[src/rtl/alu_pkg.sv]
// Shared constants for the ALU and its issue/writeback stage.
package alu_pkg;

  localparam int DATA_W = 32;
  localparam int NREG   = 8;
  localparam int AW     = 3;

  localparam logic [3:0] ALU_AND     = 4'b0000;
  localparam logic [3:0] ALU_OR      = 4'b0001;
  localparam logic [3:0] ALU_NOT     = 4'b0010;
  localparam logic [3:0] ALU_XOR     = 4'b0011;
  localparam logic [3:0] ALU_XNOR    = 4'b0100;
  localparam logic [3:0] ALU_NOR     = 4'b0101;
  localparam logic [3:0] ALU_ADD     = 4'b0110;
  localparam logic [3:0] ALU_SUB     = 4'b0111;
  localparam logic [3:0] ALU_ABSDIFF = 4'b1000;
  localparam logic [3:0] ALU_MUL     = 4'b1001;
  localparam logic [3:0] ALU_SLL     = 4'b1010;
  localparam logic [3:0] ALU_SLA     = 4'b1011;
  localparam logic [3:0] ALU_SRL     = 4'b1100;
  localparam logic [3:0] ALU_SRA     = 4'b1101;
  localparam logic [3:0] ALU_DEC     = 4'b1110;
  localparam logic [3:0] ALU_ARB     = 4'b1111;

endpackage

[src/rtl/alu_regfile.sv]
// NREG x DATA_W register file: two async reads, one sync write, r0 hardwired to zero.
module alu_regfile #(
  parameter int DATA_W = 32,
  parameter int NREG   = 8,
  parameter int AW     = 3
) (
  input  logic              CLK,
  input  logic              RST_N,
  input  logic              we,
  input  logic [AW-1:0]     waddr,
  input  logic [DATA_W-1:0] wdata,
  input  logic [AW-1:0]     raddr1,
  output logic [DATA_W-1:0] rdata1,
  input  logic [AW-1:0]     raddr2,
  output logic [DATA_W-1:0] rdata2
);

  logic [DATA_W-1:0] mem [NREG];

  always_ff @(posedge CLK) begin
    if (!RST_N) begin
      mem <= '{default: '0};
    end else if (we && (waddr != '0)) begin
      mem[waddr] <= wdata;
    end
  end

  assign rdata1 = (raddr1 == '0) ? '0 : mem[raddr1];
  assign rdata2 = (raddr2 == '0) ? '0 : mem[raddr2];

endmodule

[src/rtl/alu_issue_stage.sv]
// Issue/writeback stage around the combinational ALU: accept -> EX (ALU inputs) -> RES.
// No operand bypass; a RAW dependency on the EX destination stalls the command port.
module alu_issue_stage #(
  parameter int DATA_W = alu_pkg::DATA_W,
  parameter int NREG   = alu_pkg::NREG,
  parameter int AW     = alu_pkg::AW
) (
  input  logic              CLK,
  input  logic              RST_N,
  input  logic              ld_en,
  input  logic [AW-1:0]     ld_addr,
  input  logic [DATA_W-1:0] ld_data,
  output logic              ld_ready,
  input  logic              cmd_valid,
  output logic              cmd_ready,
  input  logic [3:0]        cmd_sel,
  input  logic              cmd_cin,
  input  logic [AW-1:0]     cmd_rs1,
  input  logic [AW-1:0]     cmd_rs2,
  input  logic              cmd_imm_en,
  input  logic [DATA_W-1:0] cmd_imm,
  input  logic [AW-1:0]     cmd_rd,
  output logic [DATA_W-1:0] alu_A,
  output logic [DATA_W-1:0] alu_B,
  output logic [3:0]        alu_sel,
  output logic              alu_Cin,
  input  logic [DATA_W-1:0] alu_Y,
  input  logic              alu_Zero,
  output logic              res_valid,
  input  logic              res_ready,
  output logic [DATA_W-1:0] res_data,
  output logic              res_zero,
  output logic [AW-1:0]     res_rd
);
  import alu_pkg::*;

  logic              ex_valid;
  logic [AW-1:0]     ex_rd;
  logic              ex_adv;
  logic              hazard;
  logic              cmd_acc;
  logic              ld_acc;
  logic              rf_we;
  logic [AW-1:0]     rf_waddr;
  logic [DATA_W-1:0] rf_wdata;
  logic [DATA_W-1:0] rs1_data;
  logic [DATA_W-1:0] rs2_data;

  assign ex_adv = ex_valid & (~res_valid | res_ready);

  assign hazard = ex_valid & cmd_valid & (ex_rd != '0) &
                  ((cmd_rs1 == ex_rd) | (~cmd_imm_en & (cmd_rs2 == ex_rd)));

  assign ld_ready  = RST_N & ~ex_valid & ~res_valid;
  assign cmd_ready = RST_N & ~ld_en & (~ex_valid | ex_adv) & ~hazard;

  assign cmd_acc = cmd_valid & cmd_ready;
  assign ld_acc  = ld_en & ld_ready;

  // Preload needs EX empty and writeback needs EX full, so the two never collide.
  assign rf_we    = ld_acc | (ex_adv & (ex_rd != '0));
  assign rf_waddr = ex_adv ? ex_rd : ld_addr;
  assign rf_wdata = ex_adv ? alu_Y : ld_data;

  alu_regfile #(
    .DATA_W (DATA_W),
    .NREG   (NREG),
    .AW     (AW)
  ) u_regfile (
    .CLK    (CLK),
    .RST_N  (RST_N),
    .we     (rf_we),
    .waddr  (rf_waddr),
    .wdata  (rf_wdata),
    .raddr1 (cmd_rs1),
    .rdata1 (rs1_data),
    .raddr2 (cmd_rs2),
    .rdata2 (rs2_data)
  );

  always_ff @(posedge CLK) begin
    if (!RST_N) begin
      ex_valid  <= 1'b0;
      ex_rd     <= '0;
      alu_A     <= '0;
      alu_B     <= '0;
      alu_sel   <= '0;
      alu_Cin   <= 1'b0;
      res_valid <= 1'b0;
      res_data  <= '0;
      res_zero  <= 1'b0;
      res_rd    <= '0;
    end else begin
      if (ex_adv) begin
        res_data  <= alu_Y;
        res_zero  <= alu_Zero;
        res_rd    <= ex_rd;
        res_valid <= 1'b1;
      end else if (res_ready) begin
        res_valid <= 1'b0;
      end

      // alu_* only move on accept, so they stay stable while EX is held.
      if (cmd_acc) begin
        alu_A    <= rs1_data;
        alu_B    <= cmd_imm_en ? cmd_imm : rs2_data;
        alu_sel  <= cmd_sel;
        alu_Cin  <= cmd_cin;
        ex_rd    <= cmd_rd;
        ex_valid <= 1'b1;
      end else if (ex_adv) begin
        ex_valid <= 1'b0;
      end
    end
  end

endmodule
[config.mk]
export PLATFORM = sky130hd
export DESIGN_NAME = alu_issue_stage
export DESIGN_NICKNAME = d
export VERILOG_FILES = /design/src/rtl/alu_pkg.sv /design/src/rtl/alu_regfile.sv /design/src/rtl/alu_issue_stage.sv
export SDC_FILE = /design/constraint.sdc
export NUM_CORES = 1
export LEC_CHECK = 0
export CAP_MARGIN = 5
export CORE_MARGIN = 2
export CORE_UTILIZATION = 55
export CTS_CLUSTER_DIAMETER = 150
export DETAILED_ROUTE_END_ITERATION = 6
export PLACE_DENSITY = 0.8
export SETUP_SLACK_MARGIN = 0.15
export SYNTH_ARGS = -nofsm -noshare
export SYNTH_HDL_FRONTEND = slang
export SYNTH_SLANG_ARGS = --single-unit
[constraint.sdc]
create_clock -name CLK -period 2.6 [get_ports CLK]
set_input_delay 0.39 -clock CLK [delete_from_list [all_inputs] [get_ports CLK]]
set_output_delay 0.39 -clock CLK [all_outputs]
set_load 0.01 [all_outputs]
; ---- Word level (Yosys, flattened, before mapping)
; Cells that the tools add are included.
[word_totals]
reg_bits = 366
in_bits = 120
out_inout_bits = 108
wordCells = 75
[classes]
order_cmp = 4
eq_ne = 2
mux = 18
n_bitwise = 25
n_reduce_logical = 8
[op_table]
columns = operator, count
row1 = 2-to-1 mux 32 bit, 9
row2 = bitwise mux 256 bit, 1
row3 = binary-select mux 32 bit (select 3 bit), 2
row4 = demux 32 bit (select 3 bit), 1
row5 = bitwise AND 1 bit, 13
row6 = >= comparator 4 bit (second input constant), 3
row7 = inverter 3 -> 4 bit, 3
row8 = equality test 3 bit, 2
row9 = logical NOT 3 bit, 2
row10 = nonzero test 3 bit, 2
row11 = inverter 1 bit, 5
row12 = < comparator 4 x 1 -> 1 bit (second input constant), 1
row13 = 2-to-1 mux 1 bit, 4
row14 = OR 1 bit, 4
row15 = nonzero test 2 bit, 2
row16 = 2-to-1 mux 3 bit, 1
row17 = logical AND 1 bit, 2

; ---- Logic depth before layout (Yosys ltp)
[depth]
word_depth = 10
mapped_depth = 9
ltp_nobuf = 5

; ---- Hierarchy
; A second synthesis with hierarchy kept.
[hier_totals]
cells_unflattened = 2333
hier_area_um2 = 19516.2
[by_module_without_submodules]
columns = mod, n_inst, cells_each, area_each_um2, seq_area_each_um2
row1 = alu_regfile, 1, 1377, 12523.3, 4484.3
row2 = alu_issue_stage, 1, 956, 6993.0, 2202.1

; ---- Worst setup path after synthesis
; No wires, ideal clock.
[synth_path]
kind = input -> register
startpoint = input res_ready
endpoint = register u_regfile.mem[100] (netlist bit)
setup_ps = 116
arrival_ps = 1781
required_ps = 2484
slack_ps = 703
path_stages = 8
n_path_buf = 3
path_cell_list = nand2b_1 -> buf_4 -> and3_1 -> a211oi_4 -> buf_4 -> buf_2 -> nand3_1 -> o211a_1
[synth_via]
elab_chain_cells = 9
elab_cells_between_ends = 15
classes_between = order compare (2) / mux (5) / bitwise (5) / reduce/logical (3)
[synth_lines]
columns = item, line
row1 = start: declaration, alu_issue_stage.sv:30  ; input logic res_ready,
row2 = OR 1 bit (*), alu_issue_stage.sv:49  ; assign ex_adv = ex_valid & (~res_valid | res_ready);
row3 = bitwise AND 1 bit (*), alu_issue_stage.sv:49
row4 = 2-to-1 mux 3 bit, alu_issue_stage.sv:62  ; assign rf_waddr = ex_adv ? ex_rd : ld_addr;
row5 = inverter 3 -> 4 bit (not written as such), alu_regfile.sv:24  ; mem[waddr] <= wdata;
row6 = >= comparator 4 bit (not written as such) / < comparator 4 x 1 -> 1 bit (equally long branches), alu_regfile.sv:24
row7 = logical AND 1 bit (not written as such), alu_regfile.sv:24
row8 = 2-to-1 mux 32 bit (not written as such), alu_regfile.sv:24
row9 = demux 32 bit (select 3 bit), alu_regfile.sv:24
row10 = bitwise mux 256 bit, alu_regfile.sv:24
row11 = end signal: indexed assignment, alu_regfile.sv:24
row12 = end: declaration, alu_regfile.sv:18  ; logic [DATA_W-1:0] mem [NREG];
; Every way passes the cells marked *; elsewhere a longest branch is shown, timed or not.
; A chain may end at the register's enable or synchronous reset.

; ---- Worst setup path after layout
[layout_path]
startpoint = register ex_rd[0]
endpoint = output cmd_ready
[layout_via]
elab_chain_cells = 6
elab_cells_between_ends = 9
classes_between = eq/ne (2) / bitwise (6) / reduce/logical (1)
[layout_lines]
columns = item, line
row1 = start: declaration, alu_issue_stage.sv:38  ; logic [AW-1:0] ex_rd;
row2 = start signal: assignment, alu_issue_stage.sv:109  ; ex_rd <= cmd_rd;
row3 = equality test 3 bit, alu_issue_stage.sv:52  ; ((cmd_rs1 == ex_rd) | (~cmd_imm_en & (cmd_rs2 == ex_rd)));
row4 = bitwise AND 1 bit, alu_issue_stage.sv:52
row5 = OR 1 bit, alu_issue_stage.sv:52
row6 = bitwise AND 1 bit (*), alu_issue_stage.sv:51  ; assign hazard = ex_valid & cmd_valid & (ex_rd != '0) &
row7 = inverter 1 bit (*), alu_issue_stage.sv:55  ; assign cmd_ready = RST_N & ~ld_en & (~ex_valid | ex_adv) & ~hazard;
row8 = bitwise AND 1 bit (*), alu_issue_stage.sv:55
row9 = end: declaration, alu_issue_stage.sv:15  ; output logic cmd_ready,
; Marks and branches as above.

==> results <==
## cells in the mapped netlist, types with 2 or more instances
master / count
sky130_fd_sc_hd__nor2b_1: 4
sky130_fd_sc_hd__mux4_2: 64
sky130_fd_sc_hd__clkbuf_1: 97
sky130_fd_sc_hd__a21oi_1: 36
sky130_fd_sc_hd__buf_2: 52
sky130_fd_sc_hd__buf_6: 21
sky130_fd_sc_hd__a21boi_0: 35
sky130_fd_sc_hd__dfxtp_1: 334
sky130_fd_sc_hd__a221oi_1: 2
sky130_fd_sc_hd__o21ai_0: 11
sky130_fd_sc_hd__and2_1: 8
sky130_fd_sc_hd__mux2i_1: 96
sky130_fd_sc_hd__nand3_1: 235
sky130_fd_sc_hd__o221ai_1: 32
sky130_fd_sc_hd__a221o_1: 32
sky130_fd_sc_hd__mux2_2: 64
sky130_fd_sc_hd__buf_4: 9
sky130_fd_sc_hd__buf_1: 11
sky130_fd_sc_hd__and3_1: 3
sky130_fd_sc_hd__xor2_1: 6
sky130_fd_sc_hd__nand2_1: 143
sky130_fd_sc_hd__a22oi_1: 32
sky130_fd_sc_hd__nand2b_1: 2
sky130_fd_sc_hd__inv_1: 3
sky130_fd_sc_hd__nor2_1: 32
sky130_fd_sc_hd__o211a_1: 224
## layer usage
layer | routed length, um | vias up | part of all wire | GRT usage
met4 | 2820 | 0 | 0.054 | 0.184
met5 | 0 | - | 0 | 0
li1 | - | 6469 | - | -
met1 | 19700 | 7361 | 0.38 | 0.398
met2 | 25400 | 824 | 0.49 | 0.542
met3 | 4040 | 178 | 0.078 | 0.0463
## worst paths after layout
path / endpoint / depth (start not counted)
worst max register to register: u_regfile.mem[27]$_SDFFE_PN0P_ / 6
worst min-delay path: res_zero$_SDFFE_PN0P_ / 3
worst min register to register: alu_B[23]$_SDFFE_PN0P_ / 2
worst max-delay path: cmd_ready / 5
## what timing repair did
action                                  4_1_cts  5_1_grt
pin swaps                                     1        0
gates resized for setup                       5        1
endpoints found under the setup margin        1        1
## state kept, by name, summed over array words and instances, names as in the netlist
name           cells
alu_Cin            1
res_zero           1
res_valid          1
u_regfile.mem    224
res_rd             3
alu_B             32
alu_A             32
res_data          32
alu_sel            4
ex_rd              3
ex_valid           1
## metrics by stage
stage	util	cell area [um^2]
after detailed placement	0.656	19400
final	0.697	20600
after CTS	0.696	20600
after global placement	0.656	19400
after global routing	0.697	20600
after floorplan	-	16500
## worst min-delay path, delay by kind of cell
kind                   cells  cell delay, ns
AOI/OAI and AO/OA          1            0.06
buffers and inverters      1            0.40
and+or+nand+nor            1            0.05
## kinds of logic after synthesis
logic type | share of synthesized area
XOR/XNOR | 0.00318
AND/OR/NAND/NOR | 0.122
AO/OA/AOI/OAI | 0.222
multiplexers | 0.189
buffers and inverters | 0.0593
flip-flops | 0.404
## power by group
group	leakage [nW]	total [mW]	switching, mW	internal [mW]
combinational	7.18	1.54	0.835	0.700
sequential	2.71	5.36	0.0990	5.26
clock	0.594	5.25	2.07	3.18
total	10.5	12.1	3.00	9.14
## area by class of cell
type / count / area [um^2]
fill: 2210 / 8990
multi-input combinational: 1077 / 8960
sequential: 334 / 6690
timing repair buffer: 328 / 3290
clock buffer: 52 / 1040
tap: 390 / 488
clock inverter: 11 / 159
inverter: 3 / 11.3
antenna: 1 / 2.50
==> run summary <==
The routed length per placed instance is 23.6 um. The final setup violation count is 0. Across the run, the number of max-cap violations was 0.

The total power consumption of the routed design is 12.1 mW. STA classifies the critical path endpoint as an output port. After clock tree synthesis, the flow added hold-fix buffers numbering 0.

The TritonCTS clock tree is done. The maximum ir drop on the vdd rail came out at 0.486 mV. The remaining global-route overflow came out at 0. The number of standard cells in the final layout excluding fillers came out at 2196. The final HPWL from detailed placement is 32.5 mm. The chip height is 177 um.

The number of setup buffers added after CTS came out at 0. The worst reg2reg path startpoint is res_valid$_SDFFE_PN0P_. Row generation in the floorplan step produced 63 rows.

Counting every sink on the clock net gives 334. The setup slack at placement came out at 0.0363 ns. The worst hold margin is 0.453 ns. The stage delay of the slowest cell on the critical path came out at 0.36 ns. In the global route stage, overall resource usage came out at 0.323. The post-synthesis average cell area is 10.3 um^2. The number of iterations in the first detailed-routing pass came out at 7. The final max-slew violation count was 0. The buffer cell driving the clock tree root is sky130_fd_sc_hd__clkbuf_16. Of the cells placed in the final design, the portion with a size suffix greater than 1 is 0.171. The clock input transition at the sequential cells of the worst setup and hold paths came out at 0.06 ns. The net count reported at finish came out at 1900.

The area growth from synthesis to layout is 24.8%. Once placement completed, the tool counted placed cells totaling 2132. The initial cell density of the core is 0.558. The number of global-route vias before repair came to 14800. The die covers 0.0315 mm^2. The number of ports placed on the die boundary came out at 228. The total length of routed wires is 51.9 mm.

The maximum count of clock buffers along a single path is 3. The worst setup path is launched from a register. Leaving out fill and tap cells, the most frequent cells in the layout are sky130_fd_sc_hd__dfxtp_1 (331), sky130_fd_sc_hd__nand3_1 (235), sky130_fd_sc_hd__o211a_1 (224). Setup total negative slack on the finished layout was measured at 0 ns. For this run, design rule violations remaining after detail routing come to 0. The number of design-rule violations left by the first detailed-router iteration is 1851. The setup slack after layout is 0.284 ns. The final number of hold-violating endpoints came out at 0. The overall via count from detail_route is 14800.

The share of the synthesized area in the top cell type came out at 0.404. The average vias per placed instance came out at 6.75. The startpoint identified for the worst hold timing path is alu_Zero. The launching instance or port of the critical path is ex_rd[0]$_SDFFE_PN0P_. The total clock buffers created by CTS came out at 36. The count of buffer and inverter cells on the critical path came out at 1. The later pin in the worst-skew pair is clocked with a latency of 0.51 ns.

In the synthesized netlist the dominant register cell turns out to be sky130_fd_sc_hd__dfxtp_1. The category of cells accounting for the largest share of critical-path delay is flip-flops. The number of nets in the synthesized netlist is 1724. By startpoint and endpoint, the worst setup path is classified as register to output port.

The tightest min-delay check is of the input pin to register type. The proportion of synthesized chip area in sequential cells came out at 0.404. The setup clock skew after layout is 0.0154 ns. The unique cell type count in the Yosys netlist is 42.

The synthesized netlist occupies a cell area of 0.0165 mm^2. The detail route stage leaves a number of antenna-violating nets equal to 0. For this run, the top clock speed supported by timing is 432 MHz. The final weighted congestion of routability-driven global placement is 0.856. The internal reg-to-reg setup slack came out at 0.41 ns. The initial antenna violation count is 1. Setup repair after global routing left no endpoint under its margin. The library cell used most frequently in the layout, excluding fill and tap cells, is sky130_fd_sc_hd__dfxtp_1. Walking the worst path, the cells encountered are xor2_1, nor3_2, o211ai_1, o21a_1, dlygate4sd2_1.

For the pin with the worst max-slew slack, the measured transition is 1.08 ns. The number of enable-type register cells in the synthesized netlist is 0. On the critical path, the stage with the largest delay is an instance of sky130_fd_sc_hd__dfxtp_2. The worst path in the final design needs a cycle of 2.32 ns, including I/O delays and setup. After synthesis, the share of flip-flops with an asynchronous set or reset is 0.

The die boundary width is 177 um. The worst endpoint data arrival time is 1.93 ns. The number of cells produced by synthesis is 1604.

The flow ran to the end, and the final reports show no timing, DRC or antenna violations. The total of flip-flops plus latches after synthesis came out at 334. The total leakage power came out at 10.5 nW. The number of input and output port buffers inserted came out at 227. The worst pin sits at a relative slew slack of 0.281.

The required time of the critical path is 2.21 ns. After synthesis, the cell types taking the most area are sky130_fd_sc_hd__dfxtp_1 (40%), sky130_fd_sc_hd__o211a_1 (14%), sky130_fd_sc_hd__mux4_2 (8.7%). The largest driver fanout on the critical path is 6. The synthesized design spends more area on one cell type than any other, namely sky130_fd_sc_hd__dfxtp_1.

The maximum level of the CTS H-tree came out at 2. Of the available clock period, the critical path in the final layout requires 0.891. The areal power density over the cells came out at 588 mW/mm^2. The Yosys warning count is 0.

The area of the core is 0.0296 mm^2. The maximum number of pins on one net before global-route repair is 233. The first global-routing pass estimated 80.9 mm of wire.
No activity file was read; power rests on OpenSTA's default activity.
